`src/rtl/lmsm_pkg.sv`:
```
// lmsm_pkg: shared types and constants for the LM/SM memory sequencer.
// State encoding, transfer mode and active-low strobe levels.
package lmsm_pkg;

    typedef enum logic [1:0] {
        ST_IDLE  = 2'd0,
        ST_FETCH = 2'd1,
        ST_XFER  = 2'd2,
        ST_DONE  = 2'd3
    } state_t;

    localparam logic MODE_LM    = 1'b0;
    localparam logic MODE_SM    = 1'b1;

    localparam logic STROBE_ON  = 1'b0;
    localparam logic STROBE_OFF = 1'b1;

endpackage

```
`src/rtl/lmsm_prio_enc.sv`:
```
// lmsm_prio_enc: lowest-set-bit priority encoder over the register list.
// o_valid is low when the mask is empty; o_idx is then 0.
module lmsm_prio_enc
    import lmsm_pkg::*;
#(
    parameter int NREG = 8
) (
    input  logic [NREG-1:0]         i_mask,
    output logic [$clog2(NREG)-1:0] o_idx,
    output logic                    o_valid
);

    // Scan high to low so the lowest set bit is written last and wins.
    always_comb begin
        o_idx   = '0;
        o_valid = 1'b0;
        for (int i = NREG - 1; i >= 0; i--) begin
            if (i_mask[i]) begin
                o_idx   = ($clog2(NREG))'(i);
                o_valid = 1'b1;
            end
        end
    end

endmodule

```
`src/rtl/lmsm_mem_sequencer.sv`:
```
// lmsm_mem_sequencer: LM/SM multi-register transfer engine, one access per set bit.
// Optional LMSM_WRAP_ERR_EN builds a sticky address-wrap error flag.
module lmsm_mem_sequencer
    import lmsm_pkg::*;
#(
    parameter int AW   = 6,
    parameter int DW   = 16,
    parameter int NREG = 8
) (
    input  logic                    clk,
    input  logic                    proc_rst,
    input  logic                    start,
    input  logic                    mode,
    input  logic [AW-1:0]           base_addr,
    input  logic [NREG-1:0]         reg_list,
    output logic [AW-1:0]           mem_addr,
    output logic [DW-1:0]           mem_wdata,
    output logic                    mem_write,
    output logic                    mem_read,
    input  logic [DW-1:0]           mem_rdata,
    output logic [$clog2(NREG)-1:0] rf_raddr,
    input  logic [DW-1:0]           rf_rdata,
    output logic [$clog2(NREG)-1:0] rf_waddr,
    output logic [DW-1:0]           rf_wdata,
    output logic                    rf_wen,
    output logic                    busy,
    output logic                    done,
    output logic                    err
);

    localparam int IW = $clog2(NREG);

    state_t            r_state;
    logic              r_mode;
    logic [AW-1:0]     r_addr;
    logic [NREG-1:0]   r_mask;
    logic [AW-1:0]     r_mem_addr;
    logic [DW-1:0]     r_mem_wdata;
    logic              r_mem_read;
    logic              r_mem_write;
    logic [DW-1:0]     r_rdata;

    state_t            w_state_n;
    logic              w_mode_n;
    logic [AW-1:0]     w_addr_n;
    logic [NREG-1:0]   w_mask_n;
    logic [AW-1:0]     w_mem_addr_n;
    logic [DW-1:0]     w_mem_wdata_n;
    logic              w_mem_read_n;
    logic              w_mem_write_n;
    logic [DW-1:0]     w_rdata_n;

    logic [IW-1:0]     w_idx;
    logic              w_valid;
    logic [NREG-1:0]   w_clr;
    logic [AW-1:0]     w_addr_inc;

    lmsm_prio_enc #(
        .NREG    (NREG)
    ) u_enc (
        .i_mask  (r_mask),
        .o_idx   (w_idx),
        .o_valid (w_valid)
    );

    assign w_clr      = r_mask & ~(NREG'(1) << w_idx);
    assign w_addr_inc = r_addr + AW'(1);

    // Next state plus next values of the registered memory-side outputs.
    always_comb begin
        w_state_n     = r_state;
        w_mode_n      = r_mode;
        w_addr_n      = r_addr;
        w_mask_n      = r_mask;
        w_mem_addr_n  = r_mem_addr;
        w_mem_wdata_n = r_mem_wdata;
        w_mem_read_n  = STROBE_OFF;
        w_mem_write_n = STROBE_OFF;
        w_rdata_n     = r_rdata;
        unique case (r_state)
            ST_IDLE: begin
                if (start) begin
                    w_mode_n = mode;
                    w_addr_n = base_addr;
                    w_mask_n = reg_list;
                    if (reg_list == '0) begin
                        w_state_n = ST_DONE;
                    end else begin
                        w_state_n = ST_FETCH;
                        if (mode == MODE_LM) begin
                            w_mem_read_n = STROBE_ON;
                            w_mem_addr_n = base_addr;
                        end
                    end
                end
            end
            ST_FETCH: begin
                w_state_n = ST_XFER;
                if (r_mode == MODE_SM) begin
                    w_mem_write_n = STROBE_ON;
                    w_mem_addr_n  = r_addr;
                    w_mem_wdata_n = rf_rdata;
                end else begin
                    w_rdata_n = mem_rdata;
                end
            end
            ST_XFER: begin
                w_mask_n = w_clr;
                w_addr_n = w_addr_inc;
                if (!w_valid || w_clr == '0) begin
                    w_state_n = ST_DONE;
                end else begin
                    w_state_n = ST_FETCH;
                    if (r_mode == MODE_LM) begin
                        w_mem_read_n = STROBE_ON;
                        w_mem_addr_n = w_addr_inc;
                    end
                end
            end
            ST_DONE: begin
                w_state_n = ST_IDLE;
            end
            default: begin
                w_state_n = ST_IDLE;
            end
        endcase
    end

    // State and glitch-free memory-side outputs, all from flops.
    always_ff @(posedge clk or negedge proc_rst) begin
        if (!proc_rst) begin
            r_state     <= ST_IDLE;
            r_mode      <= MODE_LM;
            r_addr      <= '0;
            r_mask      <= '0;
            r_mem_addr  <= '0;
            r_mem_wdata <= '0;
            r_mem_read  <= STROBE_OFF;
            r_mem_write <= STROBE_OFF;
            r_rdata     <= '0;
        end else begin
            r_state     <= w_state_n;
            r_mode      <= w_mode_n;
            r_addr      <= w_addr_n;
            r_mask      <= w_mask_n;
            r_mem_addr  <= w_mem_addr_n;
            r_mem_wdata <= w_mem_wdata_n;
            r_mem_read  <= w_mem_read_n;
            r_mem_write <= w_mem_write_n;
            r_rdata     <= w_rdata_n;
        end
    end

    assign mem_addr  = r_mem_addr;
    assign mem_wdata = r_mem_wdata;
    assign mem_read  = r_mem_read;
    assign mem_write = r_mem_write;
    assign rf_raddr  = w_idx;
    assign rf_waddr  = w_idx;
    assign rf_wdata  = r_rdata;
    assign rf_wen    = (r_state == ST_XFER) && (r_mode == MODE_LM);
    assign busy      = (r_state == ST_FETCH) || (r_state == ST_XFER);
    assign done      = (r_state == ST_DONE);

`ifdef LMSM_WRAP_ERR_EN
    logic r_err;

    // Sticky wrap flag: set when 2^AW-1 rolls to 0 with registers still pending.
    always_ff @(posedge clk or negedge proc_rst) begin
        if (!proc_rst) begin
            r_err <= 1'b0;
        end else if (r_state == ST_IDLE && start) begin
            r_err <= 1'b0;
        end else if (r_state == ST_XFER && r_addr == '1 && w_clr != '0) begin
            r_err <= 1'b1;
        end
    end

    assign err = r_err;
`else
    assign err = 1'b0;
`endif

endmodule

```
`config.mk`:
```
export PLATFORM = sky130hd
export DESIGN_NAME = lmsm_mem_sequencer
export DESIGN_NICKNAME = d
export VERILOG_FILES = /design/src/rtl/lmsm_pkg.sv /design/src/rtl/lmsm_prio_enc.sv /design/src/rtl/lmsm_mem_sequencer.sv
export SDC_FILE = /design/constraint.sdc
export NUM_CORES = 1
export LEC_CHECK = 0
export CAP_MARGIN = 20
export CORE_AREA = 2 2 68 102
export CTS_CLUSTER_DIAMETER = 120
export DETAILED_ROUTE_END_ITERATION = 8
export DIE_AREA = 0 0 70 104
export PLACE_DENSITY_LB_ADDON = 0.25
export SETUP_SLACK_MARGIN = 0.5
export SYNTH_ARGS = -nofsm -noshare
export SYNTH_HDL_FRONTEND = slang
export SYNTH_SLANG_ARGS = --single-unit
export TNS_END_PERCENT = 10
```
`constraint.sdc`:
```
create_clock -name clk -period 2.9 [get_ports clk]
set_clock_uncertainty 0.1 [all_clocks]
set_input_delay 0.58 -clock clk [delete_from_list [all_inputs] [get_ports clk]]
set_output_delay 0.58 -clock clk [all_outputs]
set_load 0.02 [all_outputs]
```
==> results of run 1 <==
-- timing repair --
action,CTS,global route
resized for setup,8,1
endpoints found under the hold margin,0,0
hold buffers,0,0
setup endpoints to repair,8,17
-- cell usage in the layout, fill, tap and decap left out, drive strengths merged, types with 2 or more instances in the layout --
cell,count
nor2,16
a2111oi,2
xor2,2
mux2,39
dfstp,2
nor3,7
ha,5
clkdlybuf4s50,92
nand2,14
a22oi,6
and3,3
and4b,2
inv,9
nor4,2
o22ai,3
clkdlybuf4s15,2
dlygate4sd2,2
a22o,6
buf,10
mux2i,2
o21ai,17
clkbuf,15
a21oi,16
dfrtp,55
nand3,7
-- power breakdown --
group          total, mW  internal (mW)  leakage [nW]  switching, mW
registers           1.52           1.21         0.679          0.307
logic               3.01           1.51         0.911           1.50
clock network      0.825          0.515         0.116          0.311
total               5.35           3.23          1.71           2.12
-- per-layer routing --
metal  up-vias  share of wire
met5         -              0
met4         0          0.027
met3        14          0.088
met2        90           0.50
met1      1085           0.39
li1       1073              -
-- through the flow --
stage	hold WS [ns]	utilization	total power [mW]	worst slack, ns	instances
2_1_floorplan	0.184	-	3.35	0.563	243
3_3_place_gp	0.387	0.591	4.51	0.264	410
3_5_place_dp	0.393	0.591	4.57	0.215	410
4_1_cts	0.299	0.627	5.40	0.326	426
5_1_grt	0.347	0.627	5.70	0.246	426
6_report	0.264	0.627	5.35	0.348	426
-- state kept, by name, indices dropped and copies added (netlist names) --
register and flops:
rf_wdata 16, r_state 2, mem_write 1, mem_read 1
mem_addr 6, r_mode 1, mem_wdata 16, r_addr 6
r_mask 8
-- cells by family (layout without fill, tap and decap cells) --
group | count (synthesis) | in the layout | synth area share
DFF | 57 | 57 | 0.525
and+or+nand+nor | 55 | 55 | 0.0966
adders and majority gates | 5 | 5 | 0.0230
other | 1 | 1 | 0.00138
muxes | 41 | 41 | 0.169
buffers and inverters | 25 | 132 | 0.0414
xor gates and xnor gates | 3 | 3 | 0.00966
AOI/OAI and AO/OA | 56 | 56 | 0.134
-- cell usage after synthesis (4+ instances only) --
| library cell | instances |
|---|---|
| a21oi_1 | 16 |
| ha_1 | 5 |
| buf_4 | 4 |
| dfrtp_1 | 55 |
| a22oi_1 | 6 |
| o21ai_0 | 16 |
| nor2_1 | 16 |
| clkbuf_1 | 9 |
| a22o_1 | 6 |
| nand2_1 | 14 |
| nand3_1 | 7 |
| mux2_2 | 39 |
| inv_1 | 9 |
| nor3_1 | 7 |
-- cell type report --
class | instances | area (sq um)
clock inverter | 1 | 30.0
timing repair buffer | 107 | 1050
inverter | 9 | 33.8
tap | 76 | 95.1
sequential | 57 | 1430
fill | 540 | 2380
multi-input combinational | 161 | 1180
clock buffer | 15 | 196
-- worst max-delay path by stage --
stage	startpoint	end	slack, ns	depth (start not counted)
CTS	r_mask[1]$_DFFE_PN0P_	rf_waddr[2]	0.33	3
global route	r_mask[1]$_DFFE_PN0P_	rf_waddr[2]	0.25	3
finish	r_mask[1]$_DFFE_PN0P_	rf_waddr[2]	0.35	3
floorplan	r_mask[1]$_DFFE_PN0P_	rf_waddr[2]	0.56	4
global placement	reg_list[5]	mem_addr[4]$_DFFE_PN0P_	0.26	7
detailed placement	start	mem_addr[3]$_DFFE_PN0P_	0.21	7
-- worst register-to-register path, delay by kind of cell, from the launching register on --
| kind | cells | cell delay [ns] |
|---|---|---|
| buffers and inverters | 5 | 0.81 |
| AOI/OAI and AO/OA | 3 | 0.64 |
| DFF | 1 | 0.40 |
| adders and majority gates | 1 | 0.19 |
| and+or+nand+nor | 1 | 0.11 |
==> results.py, run 1 <==
metrics = {
    "synthesis": {
        "ys_ff_latch": 57,
        "synth_top_area_frac": 0.506,
        "synth_ff_type": "dfrtp_1",
        "synth_cell_types": 38,
        "yosysSeqAreaShare": 0.525,
        "synth_edf_count": 0,
        "synth_top_area_cell": "dfrtp_1",
        "syn_inst": 243,
        "synth-async-reset-ratio": 1.00,
        "yosysWarnings": 0,
        "syn_avg_cell_area_sq_um": 11.2,
        "synth_area_sq_um": 2720,
        "syn_nets": 298,
        "synthTopCellsByArea": "dfrtp_1 51%, mux2_2 16%, a21oi_1 2.9%, o21ai_0 2.9%, ha_1 2.3%",
    },
    "worst_setup_path": {
        "cp-end-kind": "output port",
        "arrival_ns": 1.87,
        "slowest_delay_ns": 0.59,
        "cp_slowest_cell": "or4_1",
        "crit_buf_inv": 1,
        "reg2reg_to": "r_addr[2]$_DFFE_PN0P_",
        "path_class": "flip-flop to output port",
        "worstPathRequired_ns": 2.22,
        "path_cells": "or4_1 > a21oi_1 > clkdlybuf4s15_2",
        "crit_fanout": 9,
        "critPathTopFamily": "simple AND/OR/NAND/NOR gates",
        "r2r_slack_ns": 0.53,
        "ff2ff_path_depth": 10,
        "cp-start-kind": "flip-flop",
        "reg2reg_from": "r_state[0]$_DFFE_PN0N_",
    },
    "clock_tree": {
        "cts_made_buffers": 9,
        "clock_latency_ns": 0.35,
        "clk_pin_slew_worst_paths_ns": 0.06,
        "cts-root-buf": "clkbuf_8",
        "cts_tree": "yes",
        "post_cts_buffers": 0,
        "h-tree-depth": 3,
        "cts_buffer_depth": 2,
        "cts_sinks": 57,
    },
    "timing": {
        "fin_crit_sh": 0.880,
        "worst_pin_slew_ns": 0.730,
        "drv_slew": 0,
        "rsz0062_at_grt": "yes",
        "relSlewSlack": 0.513,
        "hold_violations": 0,
        "setup-violations-final": 0,
        "fin_crit_ns": 2.55,
        "max_freq_mhz": 392,
        "finalSetupTns_ns": 0,
    },
    "global_route": {
        "gr-usage-met1": 0.214,
        "grt_pass1_wl_microns": 11100,
        "met3_usage": 0.0862,
        "gr-usage-all-layers": 0.195,
        "busiest_layer": "met2",
        "use_met2": 0.320,
        "antenna_found_initial": 0,
        "overflow": 0,
        "grt_max_degree": 58,
        "grt_pass1_vias": 2318,
    },
    "cells_and_area": {
        "syn2layout_area_growth_pct": 47.5,
        "drive_above_1_share": 0.203,
        "fin_area_sq_um": 4010,
        "diodes": 0,
        "layout.nets": 400,
    },
    "floorplanning": {
        "core_region_area_sq_um": 6400,
        "fp.dieW_microns": 70,
        "die_h_microns": 104,
        "io_pins": 100,
        "dieArea_sq_um": 7280,
        "rows": 36,
        "initial_core_util": 0.425,
    },
    "detailed_routing": {
        "drt_pass1_iterations": 4,
        "drt_iter0_drc": 88,
        "wl_per_cell_microns": 16.0,
        "ant_nets": 0,
        "avgViaCountPerCell": 5.31,
        "drc_errors": 0,
        "via_count": 2262,
        "wl_microns": 6810,
    },
    "power": {
        "leakage_nw": 1.71,
        "peakVddDrop_mv": 0.714,
        "p_per_area_nw_per_um2": 1330,
    },
    "place": {
        "dp_hpwl_microns": 4950,
        "portBuffers": 98,
        "gp_congestion": 0.903,
        "dpl-instance-area_sq_um": 3780,
    },
    "job": {
        "maxCapViolCount": 0,
    },
    "min_path": {
        "hold_class": "input pin to async pin",
    },
    "outcome": {
        "outcome": "completed",
    },
}
(Power assumes the default switching activity.)
==> inputs of run 2 (changes only) <==
--- a/config.mk
+++ b/config.mk
@@ -6,10 +6,10 @@
 export NUM_CORES = 1
 export LEC_CHECK = 0
 export CAP_MARGIN = 20
-export CORE_AREA = 2 2 68 102
+export CORE_AREA = 8 8 74 108
 export CTS_CLUSTER_DIAMETER = 120
 export DETAILED_ROUTE_END_ITERATION = 8
-export DIE_AREA = 0 0 70 104
+export DIE_AREA = 0 0 82 116
 export PLACE_DENSITY_LB_ADDON = 0.25
 export SETUP_SLACK_MARGIN = 0.5
 export SYNTH_ARGS = -nofsm -noshare
==> run 2 against run 1 <==
Compared with the run above: final cell count is the same; critical endpoint is now rf_raddr[2]; largest cell class unchanged; wire length grew 5.5%; register-to-register slack gained 0.10 ns.
==> results.py, run 2 (synthesized netlist as in run 1, its figures left out) <==
metrics = {
    "cells_and_area": {
        "drive_above_1_share": 0.200,
        "layout_commonest_cell": "clkdlybuf4s50_1",
        "layout.nets": 400,
        "layout_common_cells": "92 x clkdlybuf4s50_1, 55 x dfrtp_1, 39 x mux2_2",
        "seq_area_sq_um": 1430,
        "num-fill-cells": 538,
        "fin_area_sq_um": 3980,
        "diodes": 0,
        "syn2layout_area_growth_pct": 46.5,
        "multi_input_area_sq_um": 1180,
    },
    "timing": {
        "finalSetupTns_ns": 0,
        "rsz0062_at_grt": "yes",
        "max_freq_mhz": 385,
        "worst_pin_slew_ns": 0.876,
        "fin_crit_sh": 0.895,
        "drv_slew": 0,
        "fin_crit_ns": 2.59,
        "hold_violations": 0,
        "setup-violations-final": 0,
        "relSlewSlack": 0.416,
    },
    "power": {
        "combPwrFrac": 0.571,
        "peakVddDrop_mv": 0.663,
        "swShare": 0.400,
        "p_int_mw": 3.16,
        "p_per_area_nw_per_um2": 1320,
        "p_clk_frac": 0.142,
        "seqPwrFrac": 0.288,
        "leakage_nw": 1.69,
        "switching_power_mw": 2.10,
    },
    "worst_setup_path": {
        "cp-end-kind": "output port",
        "path_class": "flip-flop to output port",
        "arrival_ns": 1.91,
        "cp-start-kind": "flip-flop",
        "worstPathRequired_ns": 2.22,
        "crit_fanout": 9,
    },
    "global_route": {
        "antenna_found_initial": 0,
        "grt_max_degree": 40,
        "grt_pass1_wl_microns": 11800,
        "overflow": 0,
        "grt_pass1_vias": 2411,
        "gr-usage-all-layers": 0.164,
    },
    "floorplanning": {
        "die_h_microns": 116,
        "core_region_area_sq_um": 6400,
        "fp.dieW_microns": 82,
        "io_pins": 100,
        "rows": 36,
        "dieArea_sq_um": 9510,
        "initial_core_util": 0.425,
    },
    "detailed_routing": {
        "drt_pass1_iterations": 4,
        "avgViaCountPerCell": 5.32,
        "wl_per_cell_microns": 16.8,
        "drt_iter0_drc": 73,
        "wl_microns": 7180,
        "ant_nets": 0,
        "drc_errors": 0,
        "via_count": 2266,
    },
    "place": {
        "gp_congestion": 0.857,
        "portBuffers": 98,
        "dpl-instance-area_sq_um": 3780,
        "dp_hpwl_microns": 5470,
    },
    "clock_tree": {
        "cts_sinks": 57,
        "clk_pin_slew_worst_paths_ns": 0.06,
        "cts_hold_buf": 0,
        "h-tree-depth": 3,
        "cts_made_buffers": 9,
        "cts_tree": "yes",
        "cts-root-buf": "clkbuf_8",
        "clock_latency_ns": 0.34,
        "cts_buffer_depth": 2,
    },
    "min_path": {
        "hold_class": "input pin to async pin",
    },
    "job": {
        "maxCapViolCount": 0,
    },
    "outcome": {
        "outcome": "completed",
    },
}
run 2: cell count changes in the layout (fill, tap and decap cells not counted), sizes merged:
| cell | previous run | this run |
|---|---|---|
| clkinv | 0 | 2 |
| clkbuf | 15 | 13 |
run 2: metal layers:
metal | wire, microns | share of wire | track usage
met2 | 3610 | 0.50 | 0.259
met4 | 109 | 0.015 | 0.0682
met3 | 941 | 0.13 | 0.107
met1 | 2510 | 0.35 | 0.166
met5 | 0 | 0 | 0
run 2: layout make-up:
cell class,count,area share
well taps,76,0.0239
clock buffers,13,0.0399
inverters,9,0.00848
flip-flops and latches,57,0.359
multi-input cells,161,0.296
clock inverters,3,0.0101
repair buffers,107,0.263
run 2: power groups by stage:
stage | combinational [mW] | sequential [mW] | clock, mW
3_5_place_dp | 3.06 | 1.52 | 0
3_3_place_gp | 3.03 | 1.50 | 0
4_1_cts | 3.06 | 1.52 | 0.773
5_1_grt | 3.26 | 1.58 | 0.813
6_report | 3.00 | 1.51 | 0.745
2_1_floorplan | 1.55 | 1.80 | 0
run 2: worst max-delay path: stages, from the launching register on:
cell             delay [ns]
dfrtp_1                0.47
or4_1                  0.61
a21oi_1                0.20
clkdlybuf4s15_2        0.29
run 2: metrics by stage:
stage / hold WS, ns / setup WS, ns / power (mW) / instances / util
2_1_floorplan: 0.184 / 0.563 / 3.35 / 243 / -
3_3_place_gp: 0.388 / 0.265 / 4.53 / 410 / 0.591
3_5_place_dp: 0.391 / 0.247 / 4.58 / 410 / 0.591
4_1_cts: 0.271 / 0.300 / 5.34 / 426 / 0.622
5_1_grt: 0.325 / 0.235 / 5.65 / 426 / 0.623
6_report: 0.253 / 0.306 / 5.26 / 426 / 0.623
run 2: worst paths after layout:
path / from / cells past startpoint / slack [ns] / to
max reg2reg: r_state[0]$_DFFE_PN0N_ / 10 / 0.63 / r_addr[5]$_DFFE_PN0P_
min: proc_rst / 1 / 0.25 / mem_wdata[14]$_DFFE_PN0P_
min reg2reg: rf_wdata[6]$_DFFE_PN0P_ / 1 / 0.40 / rf_wdata[6]$_DFFE_PN0P_
max: r_mask[1]$_DFFE_PN0P_ / 3 / 0.31 / rf_raddr[2]
max in group asynchronous: proc_rst / 2 / 1.66 / rf_wdata[12]$_DFFE_PN0P_
min in group clk: rf_wdata[6]$_DFFE_PN0P_ / 1 / 0.40 / rf_wdata[6]$_DFFE_PN0P_
run 2: timing repair:
item / in CTS / in global routing
gates cloned: 0 / 0
endpoints found under the setup margin: 8 / 16
buffers inserted: 0 / 0
gates resized for setup: 8 / 1
==> inputs of run 3 (changes only) <==
==> constraint.sdc (replaced) <==
create_clock -name clk -period 2.8 [get_ports clk]
set_clock_uncertainty 0.1 [all_clocks]
set_input_delay 0.42 -clock clk [delete_from_list [all_inputs] [get_ports clk]]
set_output_delay 0.42 -clock clk [all_outputs]
set_load 0.02 [all_outputs]
==> run 3 against run 2 <==
Compared with the run above: non-clock buffer count shrank 2; clock-buffer cell count stayed put; via count rose by 0.66%; worst setup slack gained 0.027 ns; cell area fell by 0.97%; sequential share of layout area up 0.35 points; combinational power grew 5%.
==> results.py, run 3 (synthesized netlist as in run 1, its figures left out) <==
metrics = {
    "outcome": {
        "outcome": "completed",
    },
    "cells_and_area": {
        "multi_input_area_sq_um": 1190,
        "drive_above_1_share": 0.195,
        "layout_common_cells": "93 x clkdlybuf4s50_1, 55 x dfrtp_1, 39 x mux2_2",
        "layout_commonest_cell": "clkdlybuf4s50_1",
        "syn2layout_area_growth_pct": 45.0,
        "diodes": 0,
        "layout.nets": 398,
        "seq_area_sq_um": 1430,
        "layout.cells.non_filler": 424,
        "num-fill-cells": 543,
    },
    "worst_setup_path": {
        "slowest_delay_ns": 0.61,
        "cp-start-kind": "flip-flop",
        "critPathTopFamily": "simple AND/OR/NAND/NOR gates",
        "ff2ff_path_depth": 7,
        "path_cells": "or4_1 > a21oi_1 > dlygate4sd2_1",
        "arrival_ns": 1.95,
        "worstPathRequired_ns": 2.28,
        "crit_buf_inv": 1,
        "path_class": "flip-flop to output port",
        "cp-end-kind": "output port",
        "reg2reg_to": "mem_addr[1]$_DFFE_PN0P_",
        "r2r_slack_ns": 0.54,
        "reg2reg_from": "r_state[1]$_DFFE_PN0N_",
        "crit_fanout": 9,
        "cp_slowest_cell": "or4_1",
    },
    "place": {
        "dp_slack_ns": 0.248,
        "gp_congestion": 0.862,
        "place_inst": 408,
        "dp_hpwl_microns": 5580,
        "portBuffers": 98,
    },
    "global_route": {
        "grt_pass1_wl_microns": 12300,
        "grt_pass1_vias": 2510,
        "grt_max_degree": 40,
        "gr-usage-all-layers": 0.170,
        "overflow": 0,
        "antenna_found_initial": 0,
    },
    "clock_tree": {
        "clock_latency_ns": 0.34,
        "post_cts_buffers": 0,
        "cts-root-buf": "clkbuf_8",
        "cts_sinks": 57,
        "cts_tree": "yes",
        "cts_buffer_depth": 2,
        "clk_pin_slew_worst_paths_ns": 0.06,
        "cts_made_buffers": 9,
        "h-tree-depth": 3,
    },
    "detailed_routing": {
        "avgViaCountPerCell": 5.38,
        "drt_iter0_drc": 96,
        "drt_pass1_iterations": 4,
        "wl_microns": 7500,
        "drc_errors": 0,
        "ant_nets": 0,
        "via_count": 2281,
        "wl_per_cell_microns": 17.7,
    },
    "timing": {
        "worst_pin_slew_ns": 0.894,
        "finalWorstSetupSlack_ns": 0.332,
        "max_freq_mhz": 405,
        "drv_slew": 0,
        "relSlewSlack": 0.404,
        "fin_crit_sh": 0.881,
        "finalSetupTns_ns": 0,
        "rsz0062_at_grt": "yes",
        "hold_violations": 0,
        "setup-violations-final": 0,
        "fin_crit_ns": 2.47,
        "hold_ws_ns": 0.105,
    },
    "floorplanning": {
        "io_pins": 100,
        "core_region_area_sq_um": 6400,
        "rows": 36,
        "fp.dieW_microns": 82,
        "dieArea_sq_um": 9510,
        "die_h_microns": 116,
        "initial_core_util": 0.425,
    },
    "power": {
        "p_per_area_nw_per_um2": 1370,
        "peakVddDrop_mv": 0.852,
        "leakage_nw": 1.67,
    },
    "job": {
        "maxCapViolCount": 0,
    },
    "min_path": {
        "hold_class": "input pin to async pin",
    },
}
-- run 3: cell types whose count changed in the layout (fill, tap and decap cells not counted), moves of 2 or more --
| cell | delta |
|---|---|
| ha_1 | -2 |
| clkdlybuf4s15_2 | -2 |
| buf_4 | -2 |
| ha_2 | +2 |
-- run 3: how the worst max path moves through the flow --
stage                                start                      end  slack (ns)  depth (start not counted)
floorplan            r_mask[1]$_DFFE_PN0P_              rf_waddr[2]        0.62                          4
global placement               reg_list[6]  mem_addr[4]$_DFFE_PN0P_        0.32                          7
detailed placement                   start  mem_addr[1]$_DFFE_PN0P_        0.25                          7
CTS                 r_state[0]$_DFFE_PN0N_                   rf_wen        0.27                          5
global route         r_mask[4]$_DFFE_PN0P_              rf_raddr[1]        0.21                          4
finish               r_mask[1]$_DFFE_PN0P_              rf_waddr[2]        0.33                          3
-- run 3: metrics by stage --
| step | total power [mW] | cell area [sq um] | util |
|---|---|---|---|
| after floorplan | 3.47 | 2720 | - |
| after global placement | 4.67 | 3770 | 0.589 |
| after detailed placement | 4.74 | 3770 | 0.589 |
| after CTS | 5.45 | 3940 | 0.616 |
| after global routing | 5.77 | 3950 | 0.617 |
| final | 5.39 | 3950 | 0.617 |
-- run 3: power by group --
part | switching (mW) | internal, mW | total (mW)
Combinational | 1.59 | 1.55 | 3.14
Clock | 0.323 | 0.365 | 0.689
Sequential | 0.312 | 1.25 | 1.57
Total | 2.22 | 3.17 | 5.39
-- run 3: final cells by class --
class / instances / area share
inverter: 9 / 0.00856
clock inverter: 3 / 0.00381
multi-input combinational: 161 / 0.301
sequential: 57 / 0.362
timing repair buffer: 105 / 0.260
clock buffer: 13 / 0.0403
tap: 76 / 0.0241
-- run 3: repair_timing --
| item | CTS | global route |
|---|---|---|
| setup endpoints to repair | 14 | 14 |
| hold endpoints to repair | 0 | 0 |
| gates resized for setup | 5 | 1 |
| hold buffers | 0 | 0 |
-- run 3: worst register-to-register path, cell delays in order (launching register included) --
cell and delay [ns]:
dfrtp_1 0.40, inv_1 0.09, ha_2 0.20, and4b_1 0.22, nand3b_1 0.23, a2111oi_4 0.35
buf_4 0.21, mux2_2 0.34
-- run 3: metal layers --
metal  track usage  part of all wire  vias to the layer above  routed length [microns]
li1              -                 -                     1069                        -
met1         0.170              0.37                     1108                     2750
met2         0.280              0.50                       89                     3770
met3        0.0839              0.10                       15                      776
met4        0.0929             0.027                        0                      203
met5             0                 0                        -                        0
==> RTL edit (config.mk and constraints of run 3) <==
The output `mem_read` loses its register stage (`r_mem_read` becomes a continuous assignment).
--- a/src/rtl/lmsm_mem_sequencer.sv
+++ b/src/rtl/lmsm_mem_sequencer.sv
@@ -135,7 +135,6 @@
             r_mask      <= '0;
             r_mem_addr  <= '0;
             r_mem_wdata <= '0;
-            r_mem_read  <= STROBE_OFF;
             r_mem_write <= STROBE_OFF;
             r_rdata     <= '0;
         end else begin
@@ -145,11 +144,12 @@
             r_mask      <= w_mask_n;
             r_mem_addr  <= w_mem_addr_n;
             r_mem_wdata <= w_mem_wdata_n;
-            r_mem_read  <= w_mem_read_n;
             r_mem_write <= w_mem_write_n;
             r_rdata     <= w_rdata_n;
         end
     end
+
+    assign r_mem_read = w_mem_read_n;
 
     assign mem_addr  = r_mem_addr;
     assign mem_wdata = r_mem_wdata;
Check against the original RTL: not equivalent (a bounded check fails within 4 cycles, from zero or initial values and one cycle with proc_rst low).
==> RTL edit against run 3 <==
  * Register-to-register slack worse by 0.12 ns
  * Die area unchanged
  * Sequential cell count down 1
  * Area after synthesis down 0.97%
  * Cell area down 0.60%
  * Global-route usage down 1.3 points
  * Total power down 1.7%
  * Wire length down 2.1%
  * Setup slack better by 0.011 ns
  * Clock power down 22%
  * Critical endpoint is now rf_waddr[1]
  * Highest routed layer unchanged
==> RTL edit: results (changes against run 3) <==
[hold_path]
hold_class=primary input to asynchronous set/reset pin  ; unchanged

[critical_path]
path_max_fanout=8  ; was 9

[clock_network]
clk_latency_ns=0.30  ; was 0.34 ns
cts_buffers=5  ; was 9
h-tree-depth=2  ; was 3
cts_root_buffer=clkbuf_8  ; unchanged
path_clk_slew_ns=0.10  ; was 0.06 ns

[place]
gp_congestion=0.856  ; was 0.862
dp_hpwl_mm=5.60  ; was 5.58 mm
place_area_um2=3780  ; was 3770 µm²
post-place-cells=413  ; was 408

[cells_and_area]
drive_gt1_frac=0.202  ; was 0.195
nets=401  ; was 398
final_cells=423  ; was 424

[synth]
synth_area_leaders=dfrtp_1 51%, mux2_2 16%, a21oi_1 3.0%  ; was dfrtp_1 51%, mux2_2 16%, a21oi_1 2.9%
syn-num-nets=297  ; was 298
synthFlopType=dfrtp_1  ; unchanged
synthCells=242  ; was 243
ys_seq_area_frac=0.521  ; was 0.525

[detailed_routing]
post_drt_via_cell_ratio=5.34  ; was 5.38
wl_per_cell_um=17.3  ; was 17.7 µm
drt_iter0_drc=91  ; was 96

[status]
status=finished, final reports clean  ; unchanged

[global_routing]
grt_start_max_net_pins=34  ; was 40
grt_pass1_wl_mm=11.7  ; was 12.3 mm
grt_usage=0.157  ; was 0.170
grt_pass1_vias=2448  ; was 2510

[power]
power.leakage_nw=1.66  ; was 1.67 nW
peakVddDrop_v=0.000631  ; was 0.000852 V

[sta]
relSlewSlack=0.495  ; was 0.404

==> RTL edit: logic make-up after synthesis <==
logic type,count (synthesis),synth area share
buffers and inverters,25,0.0418
adder cells (fa/ha/maj),5,0.0232
AO/OA/AOI/OAI,56,0.135
flip-flops,56,0.521
other,1,0.00139
XOR/XNOR,3,0.00976
multiplexers,41,0.170
AND/OR/NAND/NOR,55,0.0975
==> RTL edit: per-stage QoR <==
stage	util	setup slack, ns	hold WS (ns)	power, W
finish	0.613	0.343	0.0743	0.00530
global route	0.613	0.264	0.130	0.00565
CTS	0.611	0.314	0.0974	0.00533
detailed placement	0.592	0.0265	0.395	0.00478
global placement	0.592	0.0793	0.387	0.00473
floorplan	-	0.623	0.0244	0.00346
==> RTL edit: critical path: stages, from the launching register on <==
cell	delay [ns]
dfrtp_1	0.48
nor3_1	0.23
nor3_1	0.06
nor3_1	0.20
clkdlybuf4s50_1	0.65
==> RTL edit: worst paths after layout <==
path	cells past startpoint	start	slack [ns]	endpoint
min	1	proc_rst	0.07	rf_wdata[14]$_DFFE_PN0P_
max	4	r_mask[4]$_DFFE_PN0P_	0.34	rf_waddr[1]
min in group clk	1	rf_wdata[12]$_DFFE_PN0P_	0.42	rf_wdata[12]$_DFFE_PN0P_
max in group asynchronous	2	proc_rst	1.78	mem_write$_DFF_PN1_
max reg2reg	8	r_state[0]$_DFFE_PN0N_	0.42	mem_addr[0]$_DFFE_PN0P_
min reg2reg	1	rf_wdata[12]$_DFFE_PN0P_	0.42	rf_wdata[12]$_DFFE_PN0P_
==> RTL edit: power by group <==
group	internal, W	leakage [nW]	switching, W
registers	0.00123	0.667	0.000293
logic	0.00162	0.939	0.00163
clock network	0.000271	0.0558	0.000265
total	0.00311	1.66	0.00219
==> RTL edit: what timing repair did <==
| action | CTS | global route |
|---|---|---|
| hold endpoints to repair | 0 | 0 |
| buffers inserted | 2 | 0 |
| endpoints found under the setup margin | 15 | 14 |
| resized for setup | 9 | 5 |
==> RTL edit: routing by layer <==
layer | track usage | vias to the layer above | share of wire
li1 | - | 1071 | -
met1 | 0.171 | 1095 | 0.39
met2 | 0.262 | 83 | 0.49
met3 | 0.0714 | 8 | 0.10
met4 | 0.0506 | 0 | 0.015
met5 | 0 | - | 0
==> RTL edit: cell type report <==
cell class,instances,area [µm²]
clock buffers,6,72.6
clock inverters,2,38.8
fillers,524,2470
inverters,9,33.8
multi-input cells,161,1190
flip-flops and latches,56,1400
well taps,76,95.1
repair buffers,113,1080
